[src/rtl/apb_bridge_pkg.sv]
// apb_bridge_pkg: shared APB widths, responder state encodings and default ID register value
package apb_bridge_pkg;
  localparam int APB_ADDR_W = 32;
  localparam int APB_DATA_W = 32;
  localparam logic [APB_DATA_W-1:0] DEF_ID_VALUE = 32'hA5B0_0001;
  typedef enum logic [1:0] {
    ST_IDLE = 2'd0,
    ST_WAIT = 2'd1,
    ST_RESP = 2'd2
  } apb_state_t;
endpackage

[src/rtl/apb_slave_regfile_if.sv]
// apb_slave_regfile_if: APB bus signals between bridge (master) and responder (slave)
interface apb_slave_regfile_if;
  logic [2:0] psel;
  logic penable;
  logic pwrite;
  logic [apb_bridge_pkg::APB_ADDR_W-1:0] paddr;
  logic [apb_bridge_pkg::APB_DATA_W-1:0] pwdata;
  logic [apb_bridge_pkg::APB_DATA_W-1:0] prdata;
  logic pready;
  logic pslverr;
  modport master(output psel, penable, pwrite, paddr, pwdata, input prdata, pready, pslverr);
  modport slave(input psel, penable, pwrite, paddr, pwdata, output prdata, pready, pslverr);
endinterface

[src/rtl/apb_regbank.sv]
// apb_regbank: NUM_REGS x 32 register bank, sync write, async read, register 0 fixed to ID_VALUE
module apb_regbank
  import apb_bridge_pkg::*;
#(
  parameter int NUM_REGS = 16,
  parameter logic [APB_DATA_W-1:0] ID_VALUE = DEF_ID_VALUE,
  localparam int IW = NUM_REGS > 1 ? $clog2(NUM_REGS) : 1
) (
  input  logic                  hclk,
  input  logic                  hreset,
  input  logic                  we,
  input  logic [IW-1:0]         waddr,
  input  logic [APB_DATA_W-1:0] wdata,
  input  logic [IW-1:0]         raddr,
  output logic [APB_DATA_W-1:0] rdata
);
  logic [APB_DATA_W-1:0] regs [NUM_REGS];
  always_ff @(posedge hclk) begin
    if (hreset) begin
      for (int i = 0; i < NUM_REGS; i++) regs[i] <= '0;
    end else if (we && waddr != '0) begin
      regs[waddr] <= wdata;
    end
  end
  assign rdata = raddr == '0 ? ID_VALUE : regs[raddr];
endmodule

[src/rtl/apb_slave_regfile.sv]
// apb_slave_regfile: APB responder with programmable wait states serving a 32-bit register bank
module apb_slave_regfile
  import apb_bridge_pkg::*;
#(
  parameter int SLV_IDX = 0,
  parameter int NUM_REGS = 16,
  parameter int WAIT_STATES = 0,
  parameter logic [APB_DATA_W-1:0] ID_VALUE = DEF_ID_VALUE,
  localparam int IW = NUM_REGS > 1 ? $clog2(NUM_REGS) : 1
) (
  input logic hclk,
  input logic hreset,
  apb_slave_regfile_if.slave bus
);
  apb_state_t state, nxt;
  logic [3:0] cnt, cnt_n;
  logic [APB_ADDR_W-1:0] addr, a;
  logic [APB_DATA_W-1:0] wdata, rdata;
  logic write, w, sel, setup, err, we, unused;
  logic [7:0] idx;
  assign sel = bus.psel[SLV_IDX];
  assign setup = sel & ~bus.penable;
  // Decode the live bus in IDLE (zero-wait entry to RESP) and the captured request otherwise
  assign a = state == ST_IDLE ? bus.paddr : addr;
  assign w = state == ST_IDLE ? bus.pwrite : write;
  assign idx = a[9:2];
  assign err = (a[1:0] != 2'b00) || ({1'b0, idx} >= 9'(NUM_REGS)) || (w && idx == 8'd0);
  assign we = state == ST_RESP && write && !bus.pslverr;
  assign unused = ^{a[31:10], bus.psel};
  always_comb begin
    nxt = state;
    cnt_n = cnt;
    case (state)
      ST_IDLE: if (setup) begin
        nxt = WAIT_STATES == 0 ? ST_RESP : ST_WAIT;
        cnt_n = 4'(WAIT_STATES);
      end
      ST_WAIT: if (!sel) nxt = ST_IDLE;
        else if (cnt == 4'd1) nxt = ST_RESP;
        else cnt_n = cnt - 4'd1;
      default: nxt = ST_IDLE;
    endcase
  end
  always_ff @(posedge hclk) begin
    if (hreset) begin
      state <= ST_IDLE;
      cnt <= '0;
    end else begin
      state <= nxt;
      cnt <= cnt_n;
    end
  end
  always_ff @(posedge hclk) begin
    if (hreset) begin
      addr <= '0;
      write <= 1'b0;
      wdata <= '0;
      bus.prdata <= '0;
      bus.pready <= 1'b0;
      bus.pslverr <= 1'b0;
    end else begin
      if (state == ST_IDLE && setup) begin
        addr <= bus.paddr;
        write <= bus.pwrite;
        wdata <= bus.pwdata;
      end
      bus.pready <= nxt == ST_RESP;
      bus.pslverr <= nxt == ST_RESP && err;
      bus.prdata <= nxt != ST_RESP ? bus.prdata : err ? '0 : w ? bus.prdata : rdata;
    end
  end
  apb_regbank #(.NUM_REGS(NUM_REGS), .ID_VALUE(ID_VALUE)) u_bank (
    .hclk(hclk),
    .hreset(hreset),
    .we(we),
    .waddr(addr[IW+1:2]),
    .wdata(wdata),
    .raddr(idx[IW-1:0]),
    .rdata(rdata)
  );
endmodule
[src/flat_wrapper.sv]
// flat-port wrapper written by rule: the top's interface ports become plain ports
module apb_slave_regfile_flat import apb_bridge_pkg::*;
#(
  parameter int SLV_IDX = 0,
  parameter int NUM_REGS = 16,
  parameter int WAIT_STATES = 0,
  parameter logic [APB_DATA_W-1:0] ID_VALUE = DEF_ID_VALUE,
  localparam int IW = NUM_REGS > 1 ? $clog2(NUM_REGS) : 1
)
  (hclk, hreset, bus_psel, bus_penable, bus_pwrite, bus_paddr, bus_pwdata, bus_prdata, bus_pready, bus_pslverr);
  apb_slave_regfile_if bus_i ();
  input logic hclk;
  input logic hreset;
  input wire logic [$bits(bus_i.psel)-1:0] bus_psel;
  input wire logic [$bits(bus_i.penable)-1:0] bus_penable;
  input wire logic [$bits(bus_i.pwrite)-1:0] bus_pwrite;
  input wire logic [$bits(bus_i.paddr)-1:0] bus_paddr;
  input wire logic [$bits(bus_i.pwdata)-1:0] bus_pwdata;
  output wire logic [$bits(bus_i.prdata)-1:0] bus_prdata;
  output wire logic [$bits(bus_i.pready)-1:0] bus_pready;
  output wire logic [$bits(bus_i.pslverr)-1:0] bus_pslverr;
  assign bus_i.psel = bus_psel;
  assign bus_i.penable = bus_penable;
  assign bus_i.pwrite = bus_pwrite;
  assign bus_i.paddr = bus_paddr;
  assign bus_i.pwdata = bus_pwdata;
  assign bus_prdata = bus_i.prdata;
  assign bus_pready = bus_i.pready;
  assign bus_pslverr = bus_i.pslverr;
  apb_slave_regfile #(.SLV_IDX(SLV_IDX), .NUM_REGS(NUM_REGS), .WAIT_STATES(WAIT_STATES), .ID_VALUE(ID_VALUE)) u_core (.hclk(hclk), .hreset(hreset), .bus(bus_i));
endmodule
[config.mk]
export PLATFORM = sky130hd
export DESIGN_NAME = apb_slave_regfile_flat
export DESIGN_NICKNAME = d
export VERILOG_FILES = /design/src/rtl/apb_bridge_pkg.sv /design/src/rtl/apb_slave_regfile_if.sv /design/src/rtl/apb_regbank.sv /design/src/rtl/apb_slave_regfile.sv /design/src/flat_wrapper.sv
export SDC_FILE = /design/constraint.sdc
export NUM_CORES = 1
export LEC_CHECK = 0
export CORE_MARGIN = 2
export CORE_UTILIZATION = 55
export CTS_CLUSTER_DIAMETER = 60
export CTS_CLUSTER_SIZE = 24
export DETAILED_ROUTE_END_ITERATION = 8
export PLACE_DENSITY = 0.72
export SETUP_SLACK_MARGIN = 0.05
export SYNTH_ARGS = -nofsm -noshare
export SYNTH_HDL_FRONTEND = slang
export SYNTH_SLANG_ARGS = --single-unit
export TNS_END_PERCENT = 10
[constraint.sdc]
create_clock -name hclk -period 4.1 [get_ports hclk]
set_input_delay 0.82 -clock hclk [delete_from_list [all_inputs] [get_ports hclk]]
set_output_delay 0.82 -clock hclk [all_outputs]
set_load 0.01 [all_outputs]
; ---- Word level (Yosys, flattened, before mapping)
; Memory sizes are Yosys's and may differ from the RTL's.
; Cells that the tools add are included.
[op_classes]
order_cmp = 1
reduce_logical = 18
eq_ne = 9
muxes = 21
bitwise_logic = 3
n_addsub = 1
[ops]
columns = op, count
row1 = 32-bit 2-to-1 mux, 4
row2 = 32-bit OR reduction, 1
row3 = 4-bit 2-to-1 mux, 4
row4 = 10-bit 2-to-1 mux, 1
row5 = "8-bit by 5-bit greater-or-equal comparator with 1-bit output, second input constant", 1
row6 = 8-bit zero test, 1
row7 = "2-bit inequality test, second input constant", 4
row8 = 4-bit one-hot mux with 2 select lines, 1
row9 = 1-bit 2-to-1 mux, 7
row10 = 1-bit logical AND, 6
row11 = 2-bit 2-to-1 mux, 3
row12 = "2-bit == test, second input constant", 2
row13 = "4-bit by 1-bit == test with 1-bit output, second input constant", 1
row14 = 4-bit zero test, 1
row15 = 2-bit one-hot mux with 2 select lines, 1
row16 = 4-bit AND reduction, 1
row17 = 2-bit nonzero test, 2
row18 = 4-bit nonzero test, 1
row19 = "4-bit by 1-bit subtractor with 4-bit output, second input constant", 1
row20 = "2-bit by 1-bit == test with 1-bit output, second input constant", 1
row21 = 2-bit zero test, 1
row22 = 1-bit logical OR, 2
row23 = "2-bit by 1-bit inequality test with 1-bit output, second input constant", 1
row24 = 1-bit NOT, 2
row25 = other kinds (3), 3
[word_totals]
output_inout_bits = 34
register_bits = 83
n_memories = 1
input_bits = 71
ramBits = 512
wordCells = 62
[mem_list]
columns = name, words, word_bits, read_ports, rd_ports_with_merged_regs, wr, line_no
row1 = u_core.u_bank.regs, 16, 32, 1, 0, 16, apb_regbank.sv:17  ; logic [APB_DATA_W-1:0] regs [NUM_REGS];

; ---- Depth between registers and ports, before layout
; Gate-level depths: netlist of run 1.
[logic_depth]
word_depth = 9
mapped_depth = 11
depth_no_buf = 8

; ---- Cells and area by module
; From an unflattened synthesis of run 1, not the netlist that was laid out.
[hier_totals]
cells_unflattened = 1852
area_unflattened_um2 = 26086.3
[by_module_without_submodules]
columns = mod, area_per_inst_um2, instances, seq_area_each_um2, cells_per_inst
row1 = apb_regbank, 22716.8, 1, 15134.5, 1460
row2 = apb_slave_regfile, 3369.5, 1, 1661.6, 392

; ---- Least setup slack after synthesis of run 1
; No wires, ideal clock.
[synth_path]
path_type = input port to flip-flop
start = input hreset
end = memory u_core.u_bank.regs[11][0], enable pin
stages = 6
setup_slack_ns = -0.293
arrival_time_ns = 3.927
setup_time_ns = 0.466
t_required_ns = 3.634
n_path_buf = 1
path_cell_list = clkbuf_1 nor4b_2 nand2_1 nor2_1 nand2_1 o21ai_0
[synth_rtl]
columns = element, line_no
row1 = start: declaration, flat_wrapper.sv:13  ; input logic hreset;
row2 = end: declaration, apb_regbank.sv:17

; ---- Final worst setup path of run 1
[layout_path]
start = input bus_paddr[2]
end = register u_core.bus.prdata[13]
[layout_between]
elab_chain_cells = 6
elab_cells_between_ends = 13
classes_between = order compare: 1 / eq/ne: 1 / mux: 4 / reduce/logical: 6 / memory: 1
[layout_lines]
columns = element, line_no
row1 = start: declaration, flat_wrapper.sv:17  ; input wire logic [$bits(bus_i.paddr)-1:0] bus_paddr;
row2 = 10-bit 2-to-1 mux *, apb_slave_regfile.sv:24  ; assign a = state == ST_IDLE ? bus.paddr : addr;
row3 = 8-bit by 5-bit greater-or-equal comparator with 1-bit output / 8-bit zero test (equally long branches), apb_slave_regfile.sv:27  ; assign err = (a[1:0] != 2'b00) || ({1'b0, idx} >= 9'(NUM_REGS)) || (w && idx == 8'd0);
row4 = 1-bit logical OR / 1-bit logical AND (equally long branches), apb_slave_regfile.sv:27
row5 = 1-bit logical OR, apb_slave_regfile.sv:27
row6 = 2-bit inequality test (no line), n/a
row7 = 2-bit AND reduction (no line), n/a
row8 = end signal: assignment, apb_slave_regfile.sv:69  ; bus.prdata <= nxt != ST_RESP ? bus.prdata : err ? '0 : w ? bus.prdata : rdata;
row9 = end: declaration, apb_slave_regfile_if.sv:12  ; modport slave(input psel, penable, pwrite, paddr, pwdata, output prdata, pready, pslverr);
; Every way passes the cells marked *; elsewhere a longest branch is shown, timed or not. The select of a mux whose other input is x is not followed.
; A chain may end at the register's enable or synchronous reset.

==> results of run 1 <==
==> Yosys cell counts, drive strengths merged (4+ instances only) <==
library cell	number	area, sq um
nor2	29	124
dfxtp	83	1660
a31oi	30	188
o32ai	8	70.1
nor4	14	87.6
inv	13	48.8
clkbuf	112	420
or2	4	25.0
a2111oi	15	131
o2bb2ai	23	201
nand2	368	1380
and3	10	62.6
a211oi	10	75.1
o21ai	14	70.1
a21oi	92	464
o211ai	14	105
nor3	8	55.1
mux4	30	676
nand3	45	225
o22ai	10	62.6
o31ai	5	37.5
a32oi	27	236
o2111ai	9	78.8
buf	59	355
and2	483	3020
mux2	17	191
edfxtp	507	15200
o21a	5	37.5
mux2i	38	384
==> power groups by stage <==
stage / logic (mW) / clock network, mW / registers (mW)
floorplan: 0.538 / 0 / 6.89
global placement: 0.857 / 0 / 6.94
detailed placement: 0.870 / 0 / 6.95
CTS: 0.873 / 4.23 / 6.81
global route: 0.940 / 4.43 / 6.84
finish: 0.884 / 4.20 / 6.82
==> cell type report <==
| class | count | area (sq um) |
|---|---|---|
| Sequential cell | 590 | 16900 |
| Timing Repair Buffer | 160 | 1510 |
| Inverter | 13 | 48.8 |
| Clock buffer | 47 | 1090 |
| Multi-Input combinational cell | 1361 | 8570 |
| Clock inverter | 21 | 225 |
| Tap cell | 607 | 759 |
| Fill cell | 3555 | 17500 |
==> through the flow <==
| step | cell area [sq um] | setup TNS, ps | utilization (%) | cells | worst slack (ps) |
|---|---|---|---|---|---|
| final | 29100 | 0 | 62.5 | 2799 | 883 |
| after CTS | 29100 | 0 | 62.5 | 2799 | 876 |
| after global routing | 29100 | 0 | 62.5 | 2799 | 765 |
| after floorplan | 26000 | -83240 | - | 2135 | -285 |
| after global placement | 27800 | 0 | 59.7 | 2731 | 332 |
| after detailed placement | 27800 | 0 | 59.7 | 2731 | 278 |
==> registers in the layout, indices dropped and copies added, names as in the netlist <==
register            count
u_core.addr            10
u_core.write            1
u_core.bus.prdata      32
u_core.bus.pslverr      1
u_core.cnt              4
u_core.wdata           32
u_core.state            2
u_core.u_bank.regs    507
u_core.bus.pready       1
==> layout by cell type (no fill, tap or decap), drive strengths merged, types with 4 or more instances in the layout <==
master and count:
edfxtp 507, and2 483, nand2 368, a21oi 92, dfxtp 83, buf 81
clkdlybuf4s50 79, clkbuf 47, nand3 45, mux2i 38, a31oi 30, mux4 30
nor2 29, a32oi 27, conb 27, o2bb2ai 23, inv 23, mux2 17
a2111oi 15, nor4 14, o211ai 14, o21ai 14, and3 10, a211oi 10
o22ai 10, o2111ai 9, o32ai 8, clkinv 8, nor3 8, o21a 5
o31ai 5, or2 4
==> tightest hold or removal path, cell delays in order (launching register included) <==
cell and delay, ps:
sky130_fd_sc_hd__dfxtp_1 310, sky130_fd_sc_hd__nand2_1 50, sky130_fd_sc_hd__a21oi_1 50
==> cell families after synthesis <==
group                    after synthesis  synth area share (%)
AND/OR/NAND/NOR                      978                  19.7
flip-flops                           590                  65.1
AO/OA/AOI/OAI                        267                  6.98
buffers and inverters                184                  3.18
multiplexers                          85                  4.82
adder cells (fa/ha/maj)                2                0.0965
XOR/XNOR                               2                0.0676
other                                  1                0.0145
==> layer usage <==
metal | track usage [%] | routed length, um | vias up
met1 | 39.3 | 27700 | 8363
met3 | 4.82 | 6540 | 133
met4 | 10.0 | 2220 | 0
li1 | - | - | 7551
met5 | 0 | 0 | -
met2 | 45.6 | 33200 | 861
==> worst max path at each step <==
stage                 start                         to  depth (start not counted)
2_1_floorplan        hreset  u_core.u_bank.regs[10][0]                          6
3_3_place_gp   bus_paddr[2]       u_core.bus.prdata[8]                          7
3_5_place_dp   bus_paddr[2]      u_core.bus.prdata[13]                          7
4_1_cts        bus_paddr[2]      u_core.bus.prdata[13]                          7
5_1_grt        bus_paddr[2]      u_core.bus.prdata[22]                          7
6_report       bus_paddr[2]      u_core.bus.prdata[13]                          7
==> results.sh, run 1 <==
export IMPL_io_count=105
export IMPL_fin_nets=2236
export IMPL_dr_total_vias=16908
export IMPL_slew_at_the_pin_with_the_worst_max_slew_slack_ps=1160
export IMPL_reg2reg_depth=7
export IMPL_path_cells="clkdlybuf4s50_1 -> or3b_1 -> nand2_8 -> buf_12 -> mux4_2 -> a2111oi_0 -> o2bb2ai_1"
export IMPL_clkLatencyLatePin_ps=600
export IMPL_part_of_the_power_in_the_clock_network_pct=35.3
export IMPL_htree_levels=2
export IMPL_r2r_end="u_core.bus.prdata[15]"
export IMPL_proportion_of_synthesized_chip_area_in_sequential_cells_pct=65.1
export IMPL_power_density_nw_per_um2=409
export IMPL_run_status="completed"
export IMPL_rr_startpoint="u_core.state[0]"
export IMPL_hold_buffers=0
export IMPL_post_synth_cell_area_avg_sq_um=12.3
export IMPL_async_flop_share_pct=0
export IMPL_finalHoldViolCount=0
export IMPL_design_core_area_sq_um=46600
export IMPL_hp_start="u_core.addr[7]"
export IMPL_clk_tree_root_cell="sky130_fd_sc_hd__clkbuf_16"
export IMPL_finalHoldWorstSlack_ps=457
export IMPL_cp_data_arrival_time_ps=3680
export IMPL_cellInternalPower_mw=9.04
export IMPL_grt_start_max_net_pins=57
export IMPL_synth_warnings=0
export IMPL_share_seq_of_total_power_pct=57.3
export IMPL_chipHeight_um=221
export IMPL_cts_max_path_buffers=3
export IMPL_die_area_sq_um=48900
export IMPL_fin_worst_skew_ps=40.3
export IMPL_post_drt_wl_per_cell_um=24.9
export IMPL_cp_start_kind="input port"
export IMPL_gp_congestion=0.807
export IMPL_timing_critical_path_to_type="register"
export IMPL_dr_pass1_iters=6
export IMPL_period_minus_slack_ps=3220
export IMPL_ys_flop_type="sky130_fd_sc_hd__edfxtp_1"
export IMPL_critical_path_max_fanout=33
export IMPL_wirelength_um=69700
export IMPL_grt_overflow_total=0
export IMPL_1st_iter_drt_viols=1967
export IMPL_post_cts_resize_count=0
export IMPL_vias_in_the_first_global_route=16882
export IMPL_setup_worst_path_class="input port to register"
export IMPL_cellLeakagePower_nw=10.4
export IMPL_critical_path_slowest_cell="sky130_fd_sc_hd__a2111oi_0"
export IMPL_synth_edf_count=507
export IMPL_layout_worst_path_cycle_share_pct=78.5
export IMPL_drive_gt1_share_pct=10.7
export IMPL_worst_vdd_drop_mv=0.567
export IMPL_hold_path_class="register to register"
export IMPL_fp_row_count=79
export IMPL_min_to="u_core.addr[7]"
export IMPL_synth_seq_cells=590
export IMPL_drt_drc_violations_left=0
export IMPL_power_switching_fraction_pct=24.1
export IMPL_rsz_0062_raised_after_global_routing="no"
export IMPL_port_buffer_count=80
export IMPL_route_antenna_remaining_nets=0
export IMPL_post_drt_via_cell_ratio=6.04
export IMPL_grt_total_usage_pct=28.4
export IMPL_cts_sinks=590
export IMPL_clk_transition_reported_paths_ps=80
export IMPL_number_of_antenna_violations_at_the_first_check_in_global_routing=0
export IMPL_syn_cell_area_sq_um=25900
export IMPL_n_antenna_cell=0
export IMPL_starting_utilization_of_the_core_area_pct=55.7
export IMPL_rrSetupSlack_ps=880
export IMPL_setup_violations_final=0
export IMPL_timing_max_cap_violations=0
export IMPL_synth_lib_cells_used_distinct=56
export IMPL_dpl_hpwl_um=40900
export IMPL_count_of_mapped_cells_out_of_synthesis=2109
export IMPL_overall_power_of_the_completed_layout_mw=11.9
export IMPL_whs_path_depth=2
export IMPL_floorplan_die_width_um=221
export IMPL_maxClockFrequency_mhz=311
export IMPL_combinationalPowerShare_pct=7.4
export IMPL_wire_length_of_the_first_global_routing_pass_um=103000
export IMPL_path_delay_family="simple AND/OR/NAND/NOR gates"
export IMPL_timing_max_slew_rel_slack_pct=22.1
export IMPL_required_ps=4560
export IMPL_area_growth_syn_to_layout_pct=12.2
export IMPL_post_cts_setup_driven_buffer_insertion_count=0
export IMPL_worst_path_buf_inv=2
export IMPL_switchingPower_mw=2.86
export IMPL_cts_inserted_buffers=37
export IMPL_report_final_slew_viol_count=0
export IMPL_slowest_delay_ps=590
export IMPL_cts_tree="done"
Power figures use the tool's default switching activity.
==> run 2, diff against run 1 <==
==> constraint.sdc (replaced) <==
create_clock -name hclk -period 2.9 [get_ports hclk]
set_input_delay 0.58 -clock hclk [delete_from_list [all_inputs] [get_ports hclk]]
set_output_delay 0.58 -clock hclk [all_outputs]
set_load 0.01 [all_outputs]
==> run 2 against run 1 <==
Cell count is 2.5% higher. Largest cell class unchanged. Via count is 4.0% higher. Setup slack worse by 840 ps. Critical path depth is 2 higher. Wire length is 3.6% higher. Clock skew is 23 ps lower. Critical path type is now register to register. Non-clock buffer count is 66 higher. Total power is 42% higher.
==> results.sh, run 2 (synthesis gave the netlist of run 1 again) <==
export IMPL_post_drt_wl_per_cell_um=25.2
export IMPL_cts_max_path_buffers=3
export IMPL_largest_register_ff_count=507
export IMPL_clkLatencyLatePin_ps=600
export IMPL_regMostFlops="u_core.u_bank.regs"
export IMPL_area_growth_syn_to_layout_pct=15.3
export IMPL_critical_path_max_fanout=23
export IMPL_dr_total_vias=17590
export IMPL_design_core_area_sq_um=46600
export IMPL_clk_transition_reported_paths_ps=80
export IMPL_post_cts_setup_driven_buffer_insertion_count=0
export IMPL_route_antenna_remaining_nets=0
export IMPL_grt_start_max_net_pins=55
export IMPL_fin_worst_skew_ps=17.3
export IMPL_cp_data_arrival_time_ps=3300
export IMPL_die_area_sq_um=48900
export IMPL_chipHeight_um=221
export IMPL_layout_cells_most_common="sky130_fd_sc_hd__edfxtp_1"
export IMPL_num_fill_cells=3514
export IMPL_floorplan_die_width_um=221
export IMPL_dr_pass1_iters=6
export IMPL_routed_wl_met3_um=6870
export IMPL_n_antenna_cell=0
export IMPL_cellLeakagePower_nw=10.8
export IMPL_power_density_nw_per_um2=567
export IMPL_drt_drc_violations_left=0
export IMPL_vias_in_the_first_global_route=17541
export IMPL_dpl_hpwl_um=44200
export IMPL_met2_length_um=34900
export IMPL_finalHoldViolCount=0
export IMPL_port_buffer_count=80
export IMPL_cp_start_kind="register"
export IMPL_wirelength_um=72200
export IMPL_clk_tree_root_cell="sky130_fd_sc_hd__clkbuf_16"
export IMPL_cts_inserted_buffers=39
export IMPL_largestRegisters="u_core.u_bank.regs (507), u_core.bus.prdata (32), u_core.wdata (32)"
export IMPL_most_common_layout_cells="sky130_fd_sc_hd__edfxtp_1, sky130_fd_sc_hd__and2_1, sky130_fd_sc_hd__nand2_1"
export IMPL_layout_worst_path_cycle_share_pct=98.6
export IMPL_period_minus_slack_ps=2860
export IMPL_fin_nets=2304
export IMPL_multi_input_comb_area_sq_um=8570
export IMPL_1st_iter_drt_viols=2219
export IMPL_area_sequential_sq_um=16900
export IMPL_gp_congestion=0.842
export IMPL_rsz_0062_raised_after_global_routing="no"
export IMPL_met1_length_um=27000
export IMPL_grt_overflow_total=0
export IMPL_setup_violations_final=0
export IMPL_cts_tree="done"
export IMPL_timing_max_cap_violations=0
export IMPL_timing_critical_path_to_type="register"
export IMPL_post_drt_via_cell_ratio=6.13
export IMPL_overall_power_of_the_completed_layout_mw=16.9
export IMPL_worst_vdd_drop_mv=0.487
export IMPL_io_count=105
export IMPL_cts_sinks=590
export IMPL_htree_levels=2
export IMPL_timing_max_slew_rel_slack_pct=53.7
export IMPL_drive_gt1_share_pct=13.4
export IMPL_fp_row_count=79
export IMPL_grt_total_usage_pct=29.4
export IMPL_required_ps=3340
export IMPL_hold_buffers=0
export IMPL_setup_worst_path_class="register to register"
export IMPL_starting_utilization_of_the_core_area_pct=55.7
export IMPL_slew_at_the_pin_with_the_worst_max_slew_slack_ps=695
export IMPL_report_final_slew_viol_count=0
export IMPL_setup_tns_ps=0
export IMPL_hold_path_class="register to register"
export IMPL_number_of_antenna_violations_at_the_first_check_in_global_routing=2
export IMPL_maxUsedRoutingLayer="met4"
export IMPL_post_cts_resize_count=2
export IMPL_run_status="completed"
export IMPL_wire_length_of_the_first_global_routing_pass_um=108000
export IMPL_maxClockFrequency_mhz=350
==> run 2: cell types whose count changed in the layout (fill, tap and decap cells not counted), sizes merged <==
cell    previous run  this run
buf               81       147
clkbuf            47        42
clkinv             8         7
inv               23        33
==> run 2: metrics by stage <==
stage	hold slack [ps]	cell area (sq um)	setup slack, ps	cells	util, %
floorplan	431	26000	-394	2135	-
global placement	441	28600	-552	2797	61.4
detailed placement	453	28600	-587	2797	61.4
CTS	464	29900	122	2869	64.2
global route	480	29900	56.9	2869	64.2
finish	466	29900	40.5	2869	64.2
==> run 2: final cells by class <==
class	count	share of cell area (%)
clock inverter	30	1.03
clock buffer	42	3.30
sequential	590	56.5
timing repair buffer	226	7.80
multi-input combinational	1361	28.7
tap	607	2.54
inverter	13	0.163
==> run 2: per-layer routing <==
metal,GRT usage (%),up-vias
met4,13.6,0
met2,48.7,1014
met3,4.08,179
met5,0,-
met1,38.8,8689
li1,-,7708
==> run 2: final timing paths <==
path                                 startpoint                    to  slack, ps  cells past startpoint
worst min-delay path             u_core.addr[7]        u_core.addr[7]        470                      2
worst max register to register  u_core.state[0]  u_core.bus.prdata[0]         40                      9
worst max-delay path            u_core.state[0]  u_core.bus.prdata[0]         40                      9
worst min register to register   u_core.addr[7]        u_core.addr[7]        470                      2
==> run 2: worst max-delay path, cell delays in order, from the launching register on <==
cell                      delay, ps
sky130_fd_sc_hd__dfxtp_1        340
sky130_fd_sc_hd__o21ai_1        510
sky130_fd_sc_hd__nand2_8        130
sky130_fd_sc_hd__buf_12         190
sky130_fd_sc_hd__buf_4          230
sky130_fd_sc_hd__o31ai_1        290
sky130_fd_sc_hd__a31oi_1         80
sky130_fd_sc_hd__nor4_1         610
sky130_fd_sc_hd__buf_4          220
sky130_fd_sc_hd__o32ai_1         80
==> run 2: where the power goes <==
part	switching, mW	leakage (nW)	internal [mW]	total (mW)
clock network	3.16	0.633	2.74	5.89
registers	0.175	5.91	9.46	9.63
logic	0.875	4.28	0.540	1.41
total	4.20	10.8	12.7	16.9
